$ cat src/rtl/bpfcap_dma_engine.sv
// Descriptor-queued memory-to-memory copy engine: CSR slave, burst read master,
// data FIFO and burst write master, with completion counters and a maskable irq.
module bpfcap_dma_engine #(
  parameter int DATA_W     = 32,
  parameter int ADDR_W     = 32,
  parameter int BURST_MAX  = 16,
  parameter int FIFO_DEPTH = 64,
  parameter int DESC_DEPTH = 4
) (
  input  logic              clk,
  input  logic              reset,
  input  logic [2:0]        avs_s0_address,
  input  logic              avs_s0_write,
  input  logic [31:0]       avs_s0_writedata,
  input  logic              avs_s0_read,
  output logic [31:0]       avs_s0_readdata,
  output logic [ADDR_W-1:0] avs_m0_address,
  output logic              avs_m0_read,
  output logic [15:0]       avs_m0_burstcount,
  input  logic              avs_m0_waitrequest,
  input  logic [DATA_W-1:0] avs_m0_readdata,
  input  logic              avs_m0_readdatavalid,
  output logic [ADDR_W-1:0] avs_m1_address,
  output logic              avs_m1_write,
  output logic [DATA_W-1:0] avs_m1_writedata,
  output logic [15:0]       avs_m1_burstcount,
  input  logic              avs_m1_waitrequest,
  output logic              irq
);
  localparam int SH = $clog2(DATA_W / 8);
  localparam int FA = $clog2(FIFO_DEPTH);
  localparam int FW = FA + 1;
  localparam int QA = $clog2(DESC_DEPTH);
  localparam int QW = QA + 1;
  localparam logic [QW-1:0] QFULL = QW'(DESC_DEPTH);

  typedef enum logic [1:0] {IDLE = 2'd0, LOAD = 2'd1, XFER = 2'd2, DONE = 2'd3} state_t;
  typedef struct packed {logic [31:0] src; logic [31:0] lim; logic [31:0] dst;} desc_t;

  state_t state, state_nx;
  logic load, done, busy;
  logic enable, irq_en, clr_pend, overflow, irq_pending, clr_now;
  logic [31:0] src_begin, src_end, dst_base, done_count, bytes_done;

  desc_t q_mem [DESC_DEPTH];
  desc_t head;
  logic [QA-1:0] q_wp, q_rp;
  logic [QW-1:0] q_cnt;
  logic q_full, q_empty, push_req, push, pop;

  logic [DATA_W-1:0] f_mem [FIFO_DEPTH];
  logic [FA-1:0] f_wp, f_rp;
  logic [FW-1:0] f_used, outstanding;
  logic [31:0] cur_beats, rd_rem, wr_rem, wr_left, credit, rd_len, wr_len, beats;
  logic rd_go, rd_acc, wr_go, wr_beat, rvalid;

  assign head     = q_mem[q_rp];
  assign beats    = (head.lim - head.src) >> SH;
  assign q_full   = (q_cnt == QFULL);
  assign q_empty  = (q_cnt == '0);
  assign push_req = avs_s0_write && avs_s0_address == 3'd2 && avs_s0_writedata > src_begin;
  assign pop      = done;
  assign push     = push_req && (!q_full || pop);
  assign clr_now  = clr_pend && state == IDLE;
  assign rd_acc   = avs_m0_read && !avs_m0_waitrequest;
  assign wr_beat  = avs_m1_write && !avs_m1_waitrequest;
  // beats arriving after a reset abandoned their burst are ignored
  assign rvalid   = avs_m0_readdatavalid && outstanding != '0;
  assign avs_m1_writedata = avs_m1_write ? f_mem[f_rp] : '0;
  assign irq = irq_pending & irq_en;

  always_ff @(posedge clk) begin
    if (!reset) state <= IDLE;
    else        state <= state_nx;
  end

  always_comb begin
    state_nx = state;
    case (state)
      IDLE: if (enable && !q_empty && !clr_pend) state_nx = LOAD;
      LOAD: state_nx = XFER;
      XFER: if (wr_rem == '0) state_nx = DONE;
      DONE: state_nx = IDLE;
      default: state_nx = IDLE;
    endcase
  end

  always_comb begin
    load = 1'b0;
    done = 1'b0;
    busy = 1'b1;
    case (state)
      IDLE: busy = 1'b0;
      LOAD: load = 1'b1;
      DONE: done = 1'b1;
      default: ;
    endcase
  end

  // Reads only launch a full burst or the tail, and only into guaranteed FIFO space.
  always_comb begin
    credit = 32'(FIFO_DEPTH) - 32'(f_used) - 32'(outstanding);
    rd_len = 32'(BURST_MAX);
    if (rd_rem < rd_len) rd_len = rd_rem;
    if (credit < rd_len) rd_len = credit;
    wr_len = 32'(BURST_MAX);
    if (wr_rem < wr_len) wr_len = wr_rem;
    rd_go = state == XFER && !avs_m0_read && rd_rem != '0 &&
            (rd_len == 32'(BURST_MAX) || rd_len == rd_rem);
    wr_go = state == XFER && !avs_m1_write && wr_rem != '0 && 32'(f_used) >= wr_len;
  end

  always_ff @(posedge clk) begin
    if (!reset) begin
      {enable, irq_en, clr_pend, overflow, irq_pending} <= '0;
      {src_begin, src_end, dst_base, done_count, bytes_done} <= '0;
      avs_s0_readdata <= '0;
    end else begin
      if (clr_now) clr_pend <= 1'b0;
      if (avs_s0_write) begin
        case (avs_s0_address)
          3'd0: begin
            enable <= avs_s0_writedata[0];
            irq_en <= avs_s0_writedata[1];
            if (avs_s0_writedata[2]) clr_pend <= 1'b1;
          end
          3'd1: src_begin <= avs_s0_writedata;
          3'd2: src_end   <= avs_s0_writedata;
          3'd3: dst_base  <= avs_s0_writedata;
          default: ;
        endcase
      end
      if (clr_now) overflow <= 1'b0;
      else if (push_req && q_full && !pop) overflow <= 1'b1;
      // a completion in the same cycle as a software clear keeps the flag set
      if (done) irq_pending <= 1'b1;
      else if (clr_now || (avs_s0_write && avs_s0_address == 3'd4 && avs_s0_writedata[11]))
        irq_pending <= 1'b0;
      if (clr_now) begin
        done_count <= '0;
        bytes_done <= '0;
      end else if (done) begin
        done_count <= done_count + 32'd1;
        bytes_done <= bytes_done + (cur_beats << SH);
      end
      if (avs_s0_read) begin
        case (avs_s0_address)
          3'd0: avs_s0_readdata <= {30'd0, irq_en, enable};
          3'd1: avs_s0_readdata <= src_begin;
          3'd2: avs_s0_readdata <= src_end;
          3'd3: avs_s0_readdata <= dst_base;
          3'd4: avs_s0_readdata <= {20'd0, irq_pending, overflow, q_full, busy,
                                    4'(q_cnt), 2'd0, state};
          3'd5: avs_s0_readdata <= done_count;
          3'd6: avs_s0_readdata <= bytes_done;
          default: avs_s0_readdata <= '0;
        endcase
      end
    end
  end

  always_ff @(posedge clk) begin
    if (push) q_mem[q_wp] <= '{src: src_begin, lim: avs_s0_writedata, dst: dst_base};
    if (rvalid) f_mem[f_wp] <= avs_m0_readdata;
  end

  always_ff @(posedge clk) begin
    if (!reset || clr_now) begin
      q_wp <= '0;
      q_rp <= '0;
      q_cnt <= '0;
    end else begin
      if (push) q_wp <= q_wp + 1'b1;
      if (pop)  q_rp <= q_rp + 1'b1;
      q_cnt <= q_cnt + QW'(push) - QW'(pop);
    end
  end

  always_ff @(posedge clk) begin
    if (!reset) begin
      {avs_m0_read, avs_m1_write} <= '0;
      {avs_m0_address, avs_m1_address} <= '0;
      {avs_m0_burstcount, avs_m1_burstcount} <= '0;
      {cur_beats, rd_rem, wr_rem, wr_left} <= '0;
      {f_wp, f_rp, f_used, outstanding} <= '0;
    end else begin
      if (load) begin
        cur_beats      <= beats;
        rd_rem         <= beats;
        wr_rem         <= beats;
        avs_m0_address <= ADDR_W'(head.src);
        avs_m1_address <= ADDR_W'(head.dst);
      end
      if (rd_acc) begin
        avs_m0_read    <= 1'b0;
        avs_m0_address <= avs_m0_address + (ADDR_W'(avs_m0_burstcount) << SH);
        rd_rem         <= rd_rem - 32'(avs_m0_burstcount);
      end else if (rd_go) begin
        avs_m0_read       <= 1'b1;
        avs_m0_burstcount <= 16'(rd_len);
      end
      outstanding <= outstanding + (rd_acc ? FW'(avs_m0_burstcount) : FW'(0)) - FW'(rvalid);
      if (wr_go) begin
        avs_m1_write      <= 1'b1;
        avs_m1_burstcount <= 16'(wr_len);
        wr_left           <= wr_len;
      end
      if (wr_beat) begin
        wr_rem  <= wr_rem - 32'd1;
        wr_left <= wr_left - 32'd1;
        if (wr_left == 32'd1) begin
          avs_m1_write   <= 1'b0;
          avs_m1_address <= avs_m1_address + (ADDR_W'(avs_m1_burstcount) << SH);
        end
      end
      if (rvalid)  f_wp <= f_wp + 1'b1;
      if (wr_beat) f_rp <= f_rp + 1'b1;
      f_used <= f_used + FW'(rvalid) - FW'(wr_beat);
    end
  end
endmodule
$ cat config.mk
export PLATFORM = sky130hd
export DESIGN_NAME = bpfcap_dma_engine
export DESIGN_NICKNAME = d
export VERILOG_FILES = /design/src/rtl/bpfcap_dma_engine.sv
export SDC_FILE = /design/constraint.sdc
export NUM_CORES = 2
export LEC_CHECK = 0
export BUFFER_PORTS_ARGS = -buffer_cell sky130_fd_sc_hd__buf_2
export CORE_MARGIN = 1
export CORE_UTILIZATION = 45
export DETAILED_ROUTE_END_ITERATION = 7
export PLACE_DENSITY = 0.6
export SLEW_MARGIN = 30
export SYNTH_ARGS = -nofsm -noshare
export SYNTH_HDL_FRONTEND = slang
export SYNTH_SLANG_ARGS = --single-unit
$ cat constraint.sdc
create_clock -name clk -period 6.3 [get_ports clk]
set_input_delay 1.26 -clock clk [delete_from_list [all_inputs] [get_ports clk]]
set_output_delay 1.26 -clock clk [all_outputs]
set_load 0.02 [all_outputs]
==> reports/summary.txt <==
input/output buffers: 236
Final Util: 51.9%
H-tree depth: 5
CP most frequent cell: mux4_2
Int Power: 34.5 mW
fin cells: 11200
post-synth cell types: 89
worst-skew pair later-pin latency: 870 ps
CP endpoint kind: primary output
total of max-cap violations: 0
pin count of the biggest net entering global routing: 94
Met2 Wirelength: 155 mm
ys async rst share: 0%
FF-to-FF path depth: 22
Worst Path Max Fanout: 24
switching share of power: 26.3%
f_max: 171 MHz
CP top delay family: multiplexers
max-slew violations: 0
most frequent cells in the layout: edfxtp_1 (2432), mux4_2 (749), dfxtp_1 (454)
Critical Path RT: 5040 ps
Initial Util: 45.4%
P_leak: 44.0 nW
Routed Wire Length: 322 mm
critical path arrival: 4590 ps
CP bufs+invs: 2
final hold viol count: 0
skew final: 65.2 ps
Net Sw Power: 12.3 mW
DRC viols: 0
DR iter-0 viols: 7289
Ports: 237
Final ANT Viol Nets: 0
post-CTS setup buffer count: 0
Critical R2R Launch: f_used[1]
Placed Cells: 10700
Hold Crit Start: avs_m1_address[1]
CP max-delay cell: dfxtp_4
capturing point of the worst reg2reg path: avs_m0_burstcount[0]
M1 WL: 137 mm
RSZ-0062 raised after global routing: no
number of global-route vias before repair: 66400
GR Overflow Total: 0
outcome: finished clean
commonest non-fill, non-tap cell in the layout: edfxtp_1
relative slew slack: 29.7%
Post-synth EDFFs: 2432
Row Count: 188
Seq/Total Area, Yosys: 68.9%
Reg power frac: 46.2%
All-Layer GR Usage: 23.9%
clk sinks: 2894
Core Region: 263000 um^2
share of power burned in combinational logic: 14.6%
routability cong.: 0.860
layout cell share with drive strength beyond 1: 23.2%
iteration count of the initial detailed-routing pass: 6
post-route cell area: 137000 um^2
flops & latches, synth: 2894
Num CTS Buffers: 316
Hold Path Stages: 2
slowest cell delay on critical path: 890 ps
reg2reg setup slack: 690 ps
period utilisation layout: 92.8%
Hold Path End: avs_m1_address[1]
Power per Cell Area: 343 nW/um^2
Syn Area/Cell: 17.0 um^2
hold buffers post-CTS: 0
TNS Setup: 0 ps
CTS tree: built
min cycle time layout: 5850 ps
routed length on met3: 22.3 mm
via count: 67400
Setup violations, final: 0
hpwl dp: 199 mm
leading area contributor after synthesis: edfxtp_1
wire per inst: 28.7 um
Worst Hold Class: reg2reg
Warnings, synthesis: 0
crit-path cells: buf_4 -> mux4_2 -> mux4_2 -> mux2i_1 -> a211oi_1 -> buf_2
die height: 517 um
initial antenna violation count: 25
critical path type: reg2out
area grow syn2layout: 14.4%
Max Used Layer: met5
# nets final: 7767
Slew @ Worst Pin: 1050 ps
share of the synthesized area in the top cell type: 61.2%
dpl cell area: 126000 um^2
CTS Buffer Depth: 4
IR drop worst, VDD: 298 uV
Clock power frac: 39.2%
Post-synth top flop: edfxtp_1
Die Span X: 517 um
clk root buf: clkbuf_16
Worst-path clk slew: 60 ps
Syn Inst Count: 7044
area of the die: 267000 um^2
synthesized area: 119000 um^2
Worst setup SP type: flip-flop
top area cells in the synthesized netlist: edfxtp_1 (61%), mux4_2 (14%), dfxtp_1 (7.7%), ha_1 (2.4%), a21oi_1 (1.5%)
first-pass GRT wire length: 465 mm
vias per inst: 6.00
timing repair:
action / CTS / global route
hold endpoints to repair: 0 / 0
resized for setup: 0 / 1
setup endpoints to repair: 0 / 10
final cells by class:
class                   instances  area (um^2)
multi-input cells            3627        35700
inverters                     184          698
repair buffers                437         3230
flip-flops and latches       2894        82300
fillers                     21200       126000
clock buffers                 403         8510
diodes                         17         42.5
clock inverters               161         1670
well taps                    3515         4400
how the worst max path moves through the flow:
stage	from	end	slack [ps]	cells past startpoint
2_1_floorplan	avs_s0_writedata[1]	q_mem[0][0]	840	12
4_1_cts	f_used[1]	avs_m0_burstcount[0]	370	22
3_5_place_dp	f_used[1]	avs_m0_burstcount[0]	480	22
3_3_place_gp	f_used[1]	avs_m0_burstcount[0]	670	21
6_report	flip-flop	avs_m1_writedata[30]	450	6
5_1_grt	f_used[1]	avs_m0_burstcount[15]	210	21
power groups by stage:
stage	registers (mW)	clock network (mW)	logic, mW
floorplan	22.1	0	4.60
global placement	22.0	0	6.69
detailed placement	22.1	0	6.77
CTS	21.7	18.6	6.83
global route	21.7	19.3	7.57
finish	21.7	18.3	6.84
sequential cells by signal, summed over array words and instances (netlist names), 3 cells and up, named ones only:
signal,cells
avs_s0_readdata,32
f_wp,6
avs_m1_burstcount,16
avs_m1_address,32
wr_rem,32
avs_m0_address,32
avs_m0_burstcount,16
bytes_done,30
outstanding,7
dst_base,32
src_end,32
done_count,32
cur_beats,30
q_mem,384
rd_rem,32
f_rp,6
src_begin,32
f_mem,2048
wr_left,32
f_used,7
q_cnt,3
worst register-to-register path, stage by stage (launching register included):
cell and delay [ps]:
dfxtp_1 420, inv_1 110, ha_1 230, xnor2_1 140, ha_1 320, a21o_1 130, a21oi_1 90, o21ai_0 300
a21oi_1 170, o21ai_0 290, nand2_2 350, ha_1 430, nand4_1 160, nor4_1 400, o41ai_2 140, and3b_1 220
o21ai_2 90, a21oi_2 170, nor4_1 510, o2111ai_4 240, nand2_2 260, nor2_1 70, a311oi_1 280
metal layers:
layer / global-route usage [%] / vias up
met4: 6.46 / 8
met3: 3.67 / 447
met2: 38.6 / 2479
met5: 0 / -
li1: - / 28900
met1: 33.9 / 35500
synthesized netlist by cell type (7+ instances only):
master    number
edfxtp_1    2432
mux4_2       749
dfxtp_1      462
nand2_1      445
nor2_1       369
a21oi_1      361
clkbuf_1     284
ha_1         225
inv_1        181
o21ai_0      173
a211oi_1     125
mux2i_1       94
nand3_1       85
xnor2_1       80
buf_1         78
nor2b_1       72
a21o_1        64
nor3_1        64
xor2_1        63
nand4_1       47
and3_1        46
and2_1        45
nor4_1        41
or3_1         39
a221oi_1      32
a31oi_1       31
a22oi_1       29
o21a_1        29
nand2b_1      25
o211ai_1      22
mux2_2        21
or4_1         20
or2_2         17
nand3b_1      14
a311oi_1      13
o21bai_1      12
o311ai_0      10
a21boi_0       8
fa_1           8
nor3b_1        8
o31ai_1        8
o211a_1        7
through the flow:
step                power [mW]  hold WS (ps)  setup slack [ps]
floorplan                 26.7           434               842
global placement          28.7           441               674
detailed placement        28.8           448               475
CTS                       47.1           457               368
global route              48.6           472               209
finish                    46.8           458               453
cell families after synthesis:
group	share of synthesized area, %
compound gates	5.30
xor+xnor	1.07
fa+ha+maj	2.49
buf+inv	1.75
flops	68.9
mux	15.1
other cells	0.00314
simple gates	5.35
Power figures use the tool's default switching activity.
